--- src/rtl/alu_seq_pkg.sv ---
// alu_seq_pkg: opcodes, FSM state encoding and hex-to-seven-segment table
// for the sequential ALU with hex display.
`default_nettype none

package alu_seq_pkg;

  localparam logic [3:0] OP_PASS  = 4'd0;
  localparam logic [3:0] OP_NEG   = 4'd1;
  localparam logic [3:0] OP_ADD   = 4'd2;
  localparam logic [3:0] OP_SUB   = 4'd3;
  localparam logic [3:0] OP_SHL1  = 4'd4;
  localparam logic [3:0] OP_SHR1  = 4'd5;
  localparam logic [3:0] OP_INC   = 4'd6;
  localparam logic [3:0] OP_DEC   = 4'd7;
  localparam logic [3:0] OP_NOT   = 4'd8;
  localparam logic [3:0] OP_MUL   = 4'd9;
  localparam logic [3:0] OP_AND   = 4'd10;
  localparam logic [3:0] OP_XOR   = 4'd11;
  localparam logic [3:0] OP_OR    = 4'd12;
  localparam logic [3:0] OP_ASR1  = 4'd13;
  localparam logic [3:0] OP_DIV   = 4'd14;
  localparam logic [3:0] OP_CONST = 4'd15;

  typedef enum logic [1:0] {
    IDLE  = 2'd0,
    FETCH = 2'd1,
    EXEC  = 2'd2,
    DONE  = 2'd3
  } state_t;

  // Segment order is a..g from MSB to LSB, active-low.
  function automatic logic [6:0] hex_to_seg(input logic [3:0] nib);
    logic [6:0] s;
    case (nib)
      4'h0: s = 7'b0000001;
      4'h1: s = 7'b1001111;
      4'h2: s = 7'b0010010;
      4'h3: s = 7'b0000110;
      4'h4: s = 7'b1001100;
      4'h5: s = 7'b0100100;
      4'h6: s = 7'b0100000;
      4'h7: s = 7'b0001111;
      4'h8: s = 7'b0000000;
      4'h9: s = 7'b0000100;
      4'hA: s = 7'b0001000;
      4'hB: s = 7'b1100000;
      4'hC: s = 7'b0110001;
      4'hD: s = 7'b1000010;
      4'hE: s = 7'b0110000;
      default: s = 7'b0111000;
    endcase
    return s;
  endfunction

endpackage

`default_nettype wire

--- src/rtl/alu_seq_hexdisp_scan.sv ---
// hex7seg_scan: time-multiplexed hex display of a DATA_W-bit value,
// one digit shown for REFRESH_DIV cycles, digit 0 first.
`default_nettype none

module hex7seg_scan
  import alu_seq_pkg::*;
#(
  parameter int DATA_W      = 8,
  parameter int REFRESH_DIV = 1024
) (
  input  logic                  clk,
  input  logic                  rst,
  input  logic [DATA_W-1:0]     value,
  output logic [6:0]            seg,
  output logic [DATA_W/4-1:0]   bank
);

  localparam int NDIG  = DATA_W / 4;
  localparam int CNT_W = $clog2(REFRESH_DIV);
  localparam int IDX_W = (NDIG > 1) ? $clog2(NDIG) : 1;

  logic [CNT_W-1:0] cnt;
  logic [IDX_W-1:0] idx;
  logic [3:0]       nib;

  always_ff @(posedge clk) begin
    if (rst) begin
      cnt <= '0;
      idx <= '0;
    end else if (cnt == CNT_W'(REFRESH_DIV - 1)) begin
      cnt <= '0;
      idx <= (idx == IDX_W'(NDIG - 1)) ? '0 : idx + IDX_W'(1);
    end else begin
      cnt <= cnt + CNT_W'(1);
    end
  end

  always_comb begin
    nib = value[3:0];
    for (int i = 1; i < NDIG; i++) begin
      if (idx == IDX_W'(i)) nib = value[4*i +: 4];
    end
  end

  assign seg  = hex_to_seg(nib);
  assign bank = NDIG'(1) << idx;

endmodule

`default_nettype wire

--- src/rtl/alu_seq_hexdisp.sv ---
// alu_seq_hexdisp: memory-operand ALU with start/done handshake, iterative
// MUL/DIV, result/flag registers and a scanned hex display of the result.
`default_nettype none

module alu_seq_hexdisp
  import alu_seq_pkg::*;
#(
  parameter int DATA_W      = 8,
  parameter int ADDR_W      = 4,
  parameter int REFRESH_DIV = 1024
) (
  input  logic                clk,
  input  logic                rst,
  input  logic                start,
  input  logic [3:0]          op,
  input  logic [ADDR_W-1:0]   addr_a,
  input  logic [ADDR_W-1:0]   addr_b,
  output logic [ADDR_W-1:0]   mem_addr_a,
  output logic [ADDR_W-1:0]   mem_addr_b,
  input  logic [DATA_W-1:0]   mem_data_a,
  input  logic [DATA_W-1:0]   mem_data_b,
  output logic                busy,
  output logic                done,
  output logic [DATA_W-1:0]   result,
  output logic                carry,
  output logic                zero,
  output logic                ovf,
  output logic [6:0]          seg,
  output logic [DATA_W/4-1:0] bank
);

  localparam int ITER_W = $clog2(DATA_W);
  localparam logic [DATA_W-1:0] MSB_ONLY = {1'b1, {(DATA_W-1){1'b0}}};
  localparam logic [DATA_W-1:0] MAX_POS  = ~MSB_ONLY;
  localparam logic [DATA_W:0]   ONE_X    = (DATA_W+1)'(1);

  state_t            state, state_nx;
  logic [3:0]        op_q;
  logic [ITER_W-1:0] iter;
  logic [DATA_W-1:0] hi_q, lo_q, m_q;

  logic              is_mul, is_iter, last_iter;
  logic [DATA_W-1:0] a, b, alu_res;
  logic              alu_c, alu_v;
  logic [DATA_W-1:0] hi_in, lo_in, m_in, hi_nx, lo_nx;
  logic [DATA_W:0]   mul_sum, rem_sh, rem_diff;
  logic              ge;

  assign is_mul    = (op_q == OP_MUL);
  assign is_iter   = is_mul || (op_q == OP_DIV);
  assign last_iter = (iter == ITER_W'(DATA_W - 1));

  always_comb begin
    state_nx = state;
    busy     = 1'b1;
    done     = 1'b0;
    case (state)
      IDLE: begin
        busy = 1'b0;
        if (start) state_nx = FETCH;
      end
      FETCH: state_nx = EXEC;
      EXEC:  if (!is_iter || last_iter) state_nx = DONE;
      DONE: begin
        done     = 1'b1;
        state_nx = IDLE;
      end
      default: state_nx = IDLE;
    endcase
  end

  always_comb begin
    a       = mem_data_a;
    b       = mem_data_b;
    alu_res = '0;
    alu_c   = 1'b0;
    alu_v   = 1'b0;
    case (op_q)
      OP_PASS: alu_res = a;
      OP_NEG: begin
        alu_res = '0 - a;
        alu_v   = (a == MSB_ONLY);
      end
      OP_ADD: begin
        {alu_c, alu_res} = {1'b0, a} + {1'b0, b};
        alu_v = (a[DATA_W-1] == b[DATA_W-1]) && (alu_res[DATA_W-1] != a[DATA_W-1]);
      end
      OP_SUB: begin
        {alu_c, alu_res} = {1'b0, a} - {1'b0, b};
        alu_v = (a[DATA_W-1] != b[DATA_W-1]) && (alu_res[DATA_W-1] != a[DATA_W-1]);
      end
      OP_SHL1: begin
        alu_res = {a[DATA_W-2:0], 1'b0};
        alu_c   = a[DATA_W-1];
      end
      OP_SHR1: alu_res = {1'b0, a[DATA_W-1:1]};
      OP_INC: begin
        {alu_c, alu_res} = {1'b0, a} + ONE_X;
        alu_v = (a == MAX_POS);
      end
      OP_DEC: begin
        {alu_c, alu_res} = {1'b0, a} - ONE_X;
        alu_v = (a == MSB_ONLY);
      end
      OP_NOT:   alu_res = ~a;
      OP_AND:   alu_res = a & b;
      OP_XOR:   alu_res = a ^ b;
      OP_OR:    alu_res = a | b;
      OP_ASR1:  alu_res = {a[DATA_W-1], a[DATA_W-1:1]};
      OP_CONST: alu_res = '1;
      default:  alu_res = '0;
    endcase
  end

  // MUL: shift-add over {hi,lo} with the multiplier in lo.
  // DIV: restoring division, remainder in hi, dividend/quotient shifting through lo.
  always_comb begin
    hi_in    = (iter == '0) ? '0 : hi_q;
    lo_in    = (iter == '0) ? (is_mul ? mem_data_b : mem_data_a) : lo_q;
    m_in     = (iter == '0) ? (is_mul ? mem_data_a : mem_data_b) : m_q;
    mul_sum  = {1'b0, hi_in} + (lo_in[0] ? {1'b0, m_in} : '0);
    rem_sh   = {hi_in, lo_in[DATA_W-1]};
    rem_diff = rem_sh - {1'b0, m_in};
    ge       = !rem_diff[DATA_W];
    if (is_mul) begin
      hi_nx = mul_sum[DATA_W:1];
      lo_nx = {mul_sum[0], lo_in[DATA_W-1:1]};
    end else begin
      hi_nx = ge ? rem_diff[DATA_W-1:0] : rem_sh[DATA_W-1:0];
      lo_nx = {lo_in[DATA_W-2:0], ge};
    end
  end

  always_ff @(posedge clk) begin
    if (rst) begin
      state      <= IDLE;
      op_q       <= OP_PASS;
      mem_addr_a <= '0;
      mem_addr_b <= '0;
      iter       <= '0;
      hi_q       <= '0;
      lo_q       <= '0;
      m_q        <= '0;
      result     <= '0;
      carry      <= 1'b0;
      zero       <= 1'b0;
      ovf        <= 1'b0;
    end else begin
      state <= state_nx;
      if (state == IDLE && start) begin
        op_q       <= op;
        mem_addr_a <= addr_a;
        mem_addr_b <= addr_b;
        iter       <= '0;
      end
      if (state == EXEC) begin
        if (is_iter) begin
          hi_q <= hi_nx;
          lo_q <= lo_nx;
          m_q  <= m_in;
          iter <= iter + ITER_W'(1);
          if (last_iter) begin
            result <= lo_nx;
            carry  <= is_mul && (|hi_nx);
            zero   <= (lo_nx == '0);
            ovf    <= !is_mul && (m_in == '0);
          end
        end else begin
          result <= alu_res;
          carry  <= alu_c;
          zero   <= (alu_res == '0);
          ovf    <= alu_v;
        end
      end
    end
  end

  hex7seg_scan #(
    .DATA_W      (DATA_W),
    .REFRESH_DIV (REFRESH_DIV)
  ) u_scan (
    .clk   (clk),
    .rst   (rst),
    .value (result),
    .seg   (seg),
    .bank  (bank)
  );

endmodule

`default_nettype wire

--- config.mk ---
export PLATFORM = sky130hd
export DESIGN_NAME = alu_seq_hexdisp
export DESIGN_NICKNAME = d
export VERILOG_FILES = /design/src/rtl/alu_seq_pkg.sv /design/src/rtl/alu_seq_hexdisp_scan.sv /design/src/rtl/alu_seq_hexdisp.sv
export SDC_FILE = /design/constraint.sdc
export NUM_CORES = 1
export LEC_CHECK = 0
export ABC_AREA = 1
export ABC_CLOCK_PERIOD_IN_PS = 6600
export BUFFER_PORTS_ARGS = -buffer_cell sky130_fd_sc_hd__clkbuf_2
export CAP_MARGIN = 20
export CORE_ASPECT_RATIO = 1.5
export CORE_UTILIZATION = 30
export CTS_BUF_LIST = sky130_fd_sc_hd__clkbuf_8
export DETAILED_ROUTE_END_ITERATION = 7
export PLACE_DENSITY = 0.55
export SYNTH_ARGS = -nofsm -noshare
export SYNTH_HDL_FRONTEND = slang
export SYNTH_HIERARCHICAL = 1
export SYNTH_SLANG_ARGS = --single-unit
--- constraint.sdc ---
create_clock -name clk -period 6.6 [get_ports clk]
set_input_delay 0.33 -clock clk [delete_from_list [all_inputs] [get_ports clk]]
set_output_delay 0.33 -clock clk [all_outputs]
set_load 0.01 [all_outputs]
# Word-level counts from Yosys, hierarchy flattened
# Memories as Yosys holds them, arrays and structs flattened.
# Cells that the tools add are included.
[totals]
elab_cells = 111
in_bits = 31
mem_count = 1
regBits = 63
rom_bits = 112
output_inout_bits = 30
[mem_list]
columns = ["name", "depth", "width", "rd", "rd_clocked_by_memory_dff", "wr", "line_no", "source"]
rows = [
  ["(name not given)", 16, 7, 1, 0, 0, "alu_seq_pkg.sv:34", "case (nib)"],
]
[op_classes]
n_eq_ne = 29
n_addsub = 10
n_reduce_logical = 22
mux = 30
n_shift = 1
bitwise = 4
[op_table]
columns = ["operator", "count"]
rows = [
  ["$pmux 8 s14", 1],
  ["$mux 8", 11],
  ["$eq 4x4->1 const B", 8],
  ["$logic_not 8->1", 3],
  ["$add 8x8->9", 2],
  ["$eq 4x3->1 const B", 4],
  ["$add 10x1->10 const B", 1],
  ["$eq 10x10->1 const B", 1],
  ["$add 8x1->9 const B", 1],
  ["$mux 1", 9],
  ["$mux 3", 3],
  ["$sub 8x1->9 const B", 1],
  ["$sub 8x8->9", 1],
  ["$sub 9x8->9", 1],
  ["$and 8x8->8", 1],
  ["$eq 4x2->1 const B", 2],
  ["$eq 8x7->1 const B", 1],
  ["$eq 8x8->1 const B", 1],
  ["$not 8->8", 1],
  ["$or 8x8->8", 1],
  ["$pmux 2 s4", 1],
  ["$reduce_or 8->1", 1],
  ["$sub 1x8->8 const A", 1],
  ["$xor 8x8->8", 1],
  ["other kinds (23)", 38],
]

# Logic depth before layout (Yosys ltp)
[logic_depth]
depth_word = 10
ltp_mapped = 27
ltp_nobuf = 26

# By module
# Netlist, hierarchy kept.
[modules_own_cells]
columns = ["mod", "instances", "area_each_um2", "cells_each", "seq_area_each_um2"]
rows = [
  ["alu_seq_hexdisp", 1, 5572.8, 936, 1041.0],
  ["hex7seg_scan", 1, 859.6, 122, 220.2],
]

# Least setup slack after synthesis
# OpenSTA, ideal clock, no wires.
[synth_path]
path_type = "register to register"
startpoint = "register iter[0]"
endpoint = "register carry"
path_buffers = 1
arrival_ns = 2.970
setup_slack_ns = 3.511
setup_ns = 0.119
period_less_slack_ns = 3.089
required_time_ns = 6.481
stages_incl_launch_ff = 26
cell_sequence = "dfxtp_1 > inv_1 > ha_1 > inv_1 > nor2_1 > inv_1 > clkbuf_1 > a21oi_1 > o21ai_1 > o21ai_1 > ha_1 > fa_1 > inv_1 > nand3_1 > nand2_1 > nand2_1 > nand3_1 > nand2_1 > nor2_1 > nor2_1 > nor2_1 > nand2_1 > nor2_1 > nand2_1 > nand2_1 > a21oi_1"
[synth_via]
elab_chain_len = 9
elab_cells_between_ends = 16
cone_classes = "2 x add/sub; 2 x eq/ne; 8 x mux; 4 x reduce/logical"
[synth_rtl]
columns = ["item", "line_no", "source"]
rows = [
  ["from (decl)", "alu_seq_hexdisp.sv:39", "logic [ITER_W-1:0] iter;"],
  ["from (signal assigned)", "alu_seq_hexdisp.sv:161", "iter <= iter + ITER_W'(1);"],
  ["$logic_not 3->1 *", "alu_seq_hexdisp.sv:120", "m_in = (iter == '0) ? (is_mul ? mem_data_a : mem_data_b) : m_q;"],
  ["$mux 8 *", "alu_seq_hexdisp.sv:120", ""],
  ["via m_in[0]", "alu_seq_hexdisp.sv:45", "logic [DATA_W-1:0] hi_in, lo_in, m_in, hi_nx, lo_nx;"],
  ["$sub 9x8->9 / $mux 8 (equally long branches)", "alu_seq_hexdisp.sv:123, alu_seq_hexdisp.sv:121", ""],
  ["$mux 8 / $add 8x8->9 (equally long branches)", "alu_seq_hexdisp.sv:129, alu_seq_hexdisp.sv:121", ""],
  ["$mux 8 *", "alu_seq_hexdisp.sv:125", "if (is_mul) begin"],
  ["$reduce_or 8->1 *", "alu_seq_hexdisp.sv:164", "carry <= is_mul && (|hi_nx);"],
  ["$logic_and 1x1->1 *", "alu_seq_hexdisp.sv:164", ""],
  ["$mux 1 *", "alu_seq_hexdisp.sv:162", "if (last_iter) begin"],
  ["$mux 1 *", "alu_seq_hexdisp.sv:157", "if (is_iter) begin"],
  ["to (signal assigned)", "alu_seq_hexdisp.sv:164", ""],
  ["to (signal assigned)", "alu_seq_hexdisp.sv:170", "carry <= alu_c;"],
  ["to (decl)", "alu_seq_hexdisp.sv:25", "output logic carry,"],
]
# The timed path passes the listed nets; every way through them passes the cells marked *. The select of a mux whose other input is x is not followed.
# A chain may end at the register's enable or synchronous reset.

# Worst setup path in the final report
# Same ends and word-level chain as after synthesis.

==> metrics.md <==
| Metric | Value |
|---|---|
| Post-synth EDFFs | 0 |
| Arrival @ worst endpoint | 3.97 ns |
| Part of the power in the clock network | between 20% and 30% |
| Die X | roughly 120 µm |
| Critical path data required time | 6.85 ns |
| Routed WL per cell | between 15 and 20 µm |
| Dpl cells | approximately 1400 |
| Synth area leaders | dfxtp_1 20%, nand2_1 15%, ha_1 11% |
| Synth top area share | 19.61% |
| R2R setup slack | 2.88 ns |
| NetSw | 0.8038 mW |
| Reg2reg end | carry |
| Initial Util | 30.54% |
| RR Startpoint | iter[0] |
| Largest area contributor in the netlist | dfxtp_1 |
| Bufs on Longest Clock Path | 2 |
| Ports | 61 |
| Synthesized area | between 6000 and 7000 µm² |
| Total CTS buffers | 9 |
| GR met3 Demand/Resource | 2.241% |
| # rows | between 60 and 70 |
| Mapped Nets | around 1100 |
| Hold crit path type | primary input to register |
| CTS root buf | clkbuf_8 |
| Clock latency on the worst-skew pair | 0.36 ns |
| Postcts setup bufs | 0 |
| Post-cts resize count | 0 |
| # diodes | 0 |
| Final std cells w/o fill | around 1400 |
| Kind of end point of the critical path | register |
| Initial antenna violation count | 0 |
| Final ANT Viol Nets | 0 |
| Max-slew violation count | 0 |
| Final WL | around 21000 µm |
| 1st-iter DRT viols | 502 |
| Vias/cell | 5.018 |
| Most common cell in the netlist | nand2_1 |
| Crit start category | register |
| Crit Path Max Fanout | 30 |
| Synth Warn # | 6 |
| Fmax | 268.6 MHz |
| R2R depth | 26 |
| TNS Setup | 0 ns |
| Status | finished clean |
| Met2 Use GR | 35.14% |
| Synth cell count leaders | 255 x nand2_1, 140 x inv_1, 117 x nor2_1 |
| Core area | 21060 µm² |
| Met1 Track Usage GR | 20.33% |
| Min Tclk post-route | 3.724 ns |
| Clk slew on worst S/H paths | 0.07 ns |
| Endpoints failing setup | 0 |
| Syn Area/Cell | a little over 6 µm² |
| Post-synthesis cell count | 1058 |
| RSZ-0062 raised after global routing | false |
| Int Power | 0.9276 mW |
| Largest net degree at the start of global routing | 42 |
| Sw frac | 46.42% |
| Sequential element share of the synthesized area | 19.61% |
| Clock skew | 0.01127 ns |
| Critical path class | register to register |
| Fillers | between 2000 and 2500 |
| Async SR Flop Fraction | 0% |
| Leakage | 3.549 nW |
| VDD IR max | ~0.000095 V |
| DP Wirelength | 16800 µm |
| Gate power share | between 50% and 60% |
| Slew Limit Headroom | 55.85% |
| Final period util | between 50% and 60% |
| Die Y | 181.3 µm |
| Vias in the first global route | about 6500 |
| Nets | 1189 |
| DRT Pass-1 Iters | 5 |
| CTS tree | done |
| Vias | 6879 |
| Synth unique cells | 51 |
| Flop pwr share | 28.3% |
| Share of post-route cells with drive strength above 1 | about an eighth |
| # DRC | 0 |
| H-tree depth | 3 |
| #FFs+latches synth | 63 |
| Layout area overhead | 10.68% |
| CP Capture Point | carry |
| DIE AREA | 22040 µm² |
| Cell area power density | 243.2 nW/µm² |
| Max Cap Violations | 0 |
| Gr usage total | 19.50% |
| Main synth FF type | dfxtp_1 |
| Busiest grt layer | met2 |
| Final GP Congestion | 0.9667 |
| Hold_buf cts | 0 |
| GRT overflow | 0 |
| Num Clock Sinks | 63 |
| Setup crit start | iter[0] |
| Worst-margin pin slew | 0.6607 ns |
| Final hold violation count | 0 |
| First-pass GRT wire length | 33180 µm |
| Port bufs | 60 |
## routing by layer
layer	up-vias	part of all wire, %
met2	182	52
met4	0	6.6
met3	74	3.6
met5	-	0
met1	3109	38
li1	3514	-
## worst min-delay path by stage
stage / cells after the start / endpoint / start
2_1_floorplan: 1 / u_scan/cnt[0] / u_scan/cnt[0]
3_3_place_gp: 1 / u_scan/cnt[0] / u_scan/cnt[0]
3_5_place_dp: 1 / u_scan/cnt[0] / u_scan/cnt[0]
4_1_cts: 3 / mem_addr_b[0] / addr_b[0]
5_1_grt: 3 / mem_addr_b[0] / addr_b[0]
6_report: 3 / mem_addr_a[3] / addr_a[3]
## registers in the layout (all words and copies together), names as in the netlist, 2 cells and up
register / cells
u_scan/cnt: 10
hi_q: 8
lo_q: 8
m_q: 8
result: 8
mem_addr_a: 4
mem_addr_b: 4
op_q: 4
iter: 3
state: 2
## area by class of cell
| cell class | count | area (µm²) | area share (%) |
|---|---|---|---|
| multi-input combinational | 800 | 4374 | 61.44 |
| sequential | 63 | 1261 | 17.72 |
| inverter | 160 | 605.6 | 8.506 |
| tap | 268 | 335.3 | 4.710 |
| timing repair buffer | 64 | 330.3 | 4.640 |
| clock buffer | 9 | 123.9 | 1.740 |
| clock inverter | 7 | 88.84 | 1.248 |
## cells by family (layout without fill, tap and decap cells)
kind of cell / Yosys count / count (layout) / synth area share [%]
xor gates and xnor gates: 14 / 14 / 1.906
DFF: 63 / 63 / 19.61
AOI/OAI and AO/OA: 202 / 202 / 18.19
buffers and inverters: 195 / 240 / 12.43
and+or+nand+nor: 524 / 524 / 35.73
adders and majority gates: 60 / 60 / 12.14
## power groups by stage
stage | Sequential [mW] | Clock [mW] | Combinational [mW]
finish | 0.490 | 0.365 | 0.876
global route | 0.498 | 0.395 | 0.971
CTS | 0.492 | 0.378 | 0.872
detailed placement | 0.500 | 0 | 0.869
global placement | 0.499 | 0 | 0.870
floorplan | 0.508 | 0 | 0.568
## worst max-delay path, cell delays in order (launching register included)
cell and delay, ns:
dfxtp_1 0.31, inv_1 0.08, ha_1 0.14, inv_1 0.04, nor2_2 0.07, buf_4 0.32
inv_1 0.30, a21oi_1 0.18, o21ai_1 0.08, o21ai_1 0.21, inv_1 0.09, nor2_1 0.10
ha_1 0.17, inv_1 0.05, fa_1 0.39, o21ai_0 0.21, nand2_1 0.09, nand2_1 0.10
a21oi_1 0.09, nand2_1 0.07, nand3_1 0.08, nand2_1 0.11, nand2_1 0.05, nor2_1 0.11
nand2_1 0.06, nand2_1 0.05, a21oi_1 0.06
## placed cells by master (no fill, tap or decap), types with 4 or more instances in the layout
cell,count
nand2_1,255
inv_1,141
nor2_1,116
nand3_1,89
o21ai_0,66
dfxtp_1,63
a21oi_1,61
clkbuf_2,60
ha_1,56
o21ai_1,24
o211ai_1,18
inv_2,14
nand4_1,12
nand2_2,11
nor3_1,10
xor2_1,9
clkbuf_8,9
nand3b_1,8
o22ai_1,7
nor2_2,6
nor2_4,6
a31oi_1,6
xnor2_1,5
o21ai_2,5
nand2_4,4
clkinv_1,4
fa_1,4
buf_4,4
## stage by stage
step | utilization, % | instance area, µm² | total power, mW | hold WS, ns | setup slack [ns]
CTS | 33.80 | 7119 | 1.742 | 0.2064 | 2.885
global placement | 32.79 | 6907 | 1.369 | 0.4478 | 2.973
detailed placement | 32.79 | 6907 | 1.369 | 0.4523 | 2.909
floorplan | - | 6432 | 1.076 | 0.4290 | 3.511
global route | 33.80 | 7119 | 1.864 | 0.2434 | 2.423
finish | 33.80 | 7119 | 1.731 | 0.2279 | 2.876
Note: power is estimated with default switching activity, not from simulation.
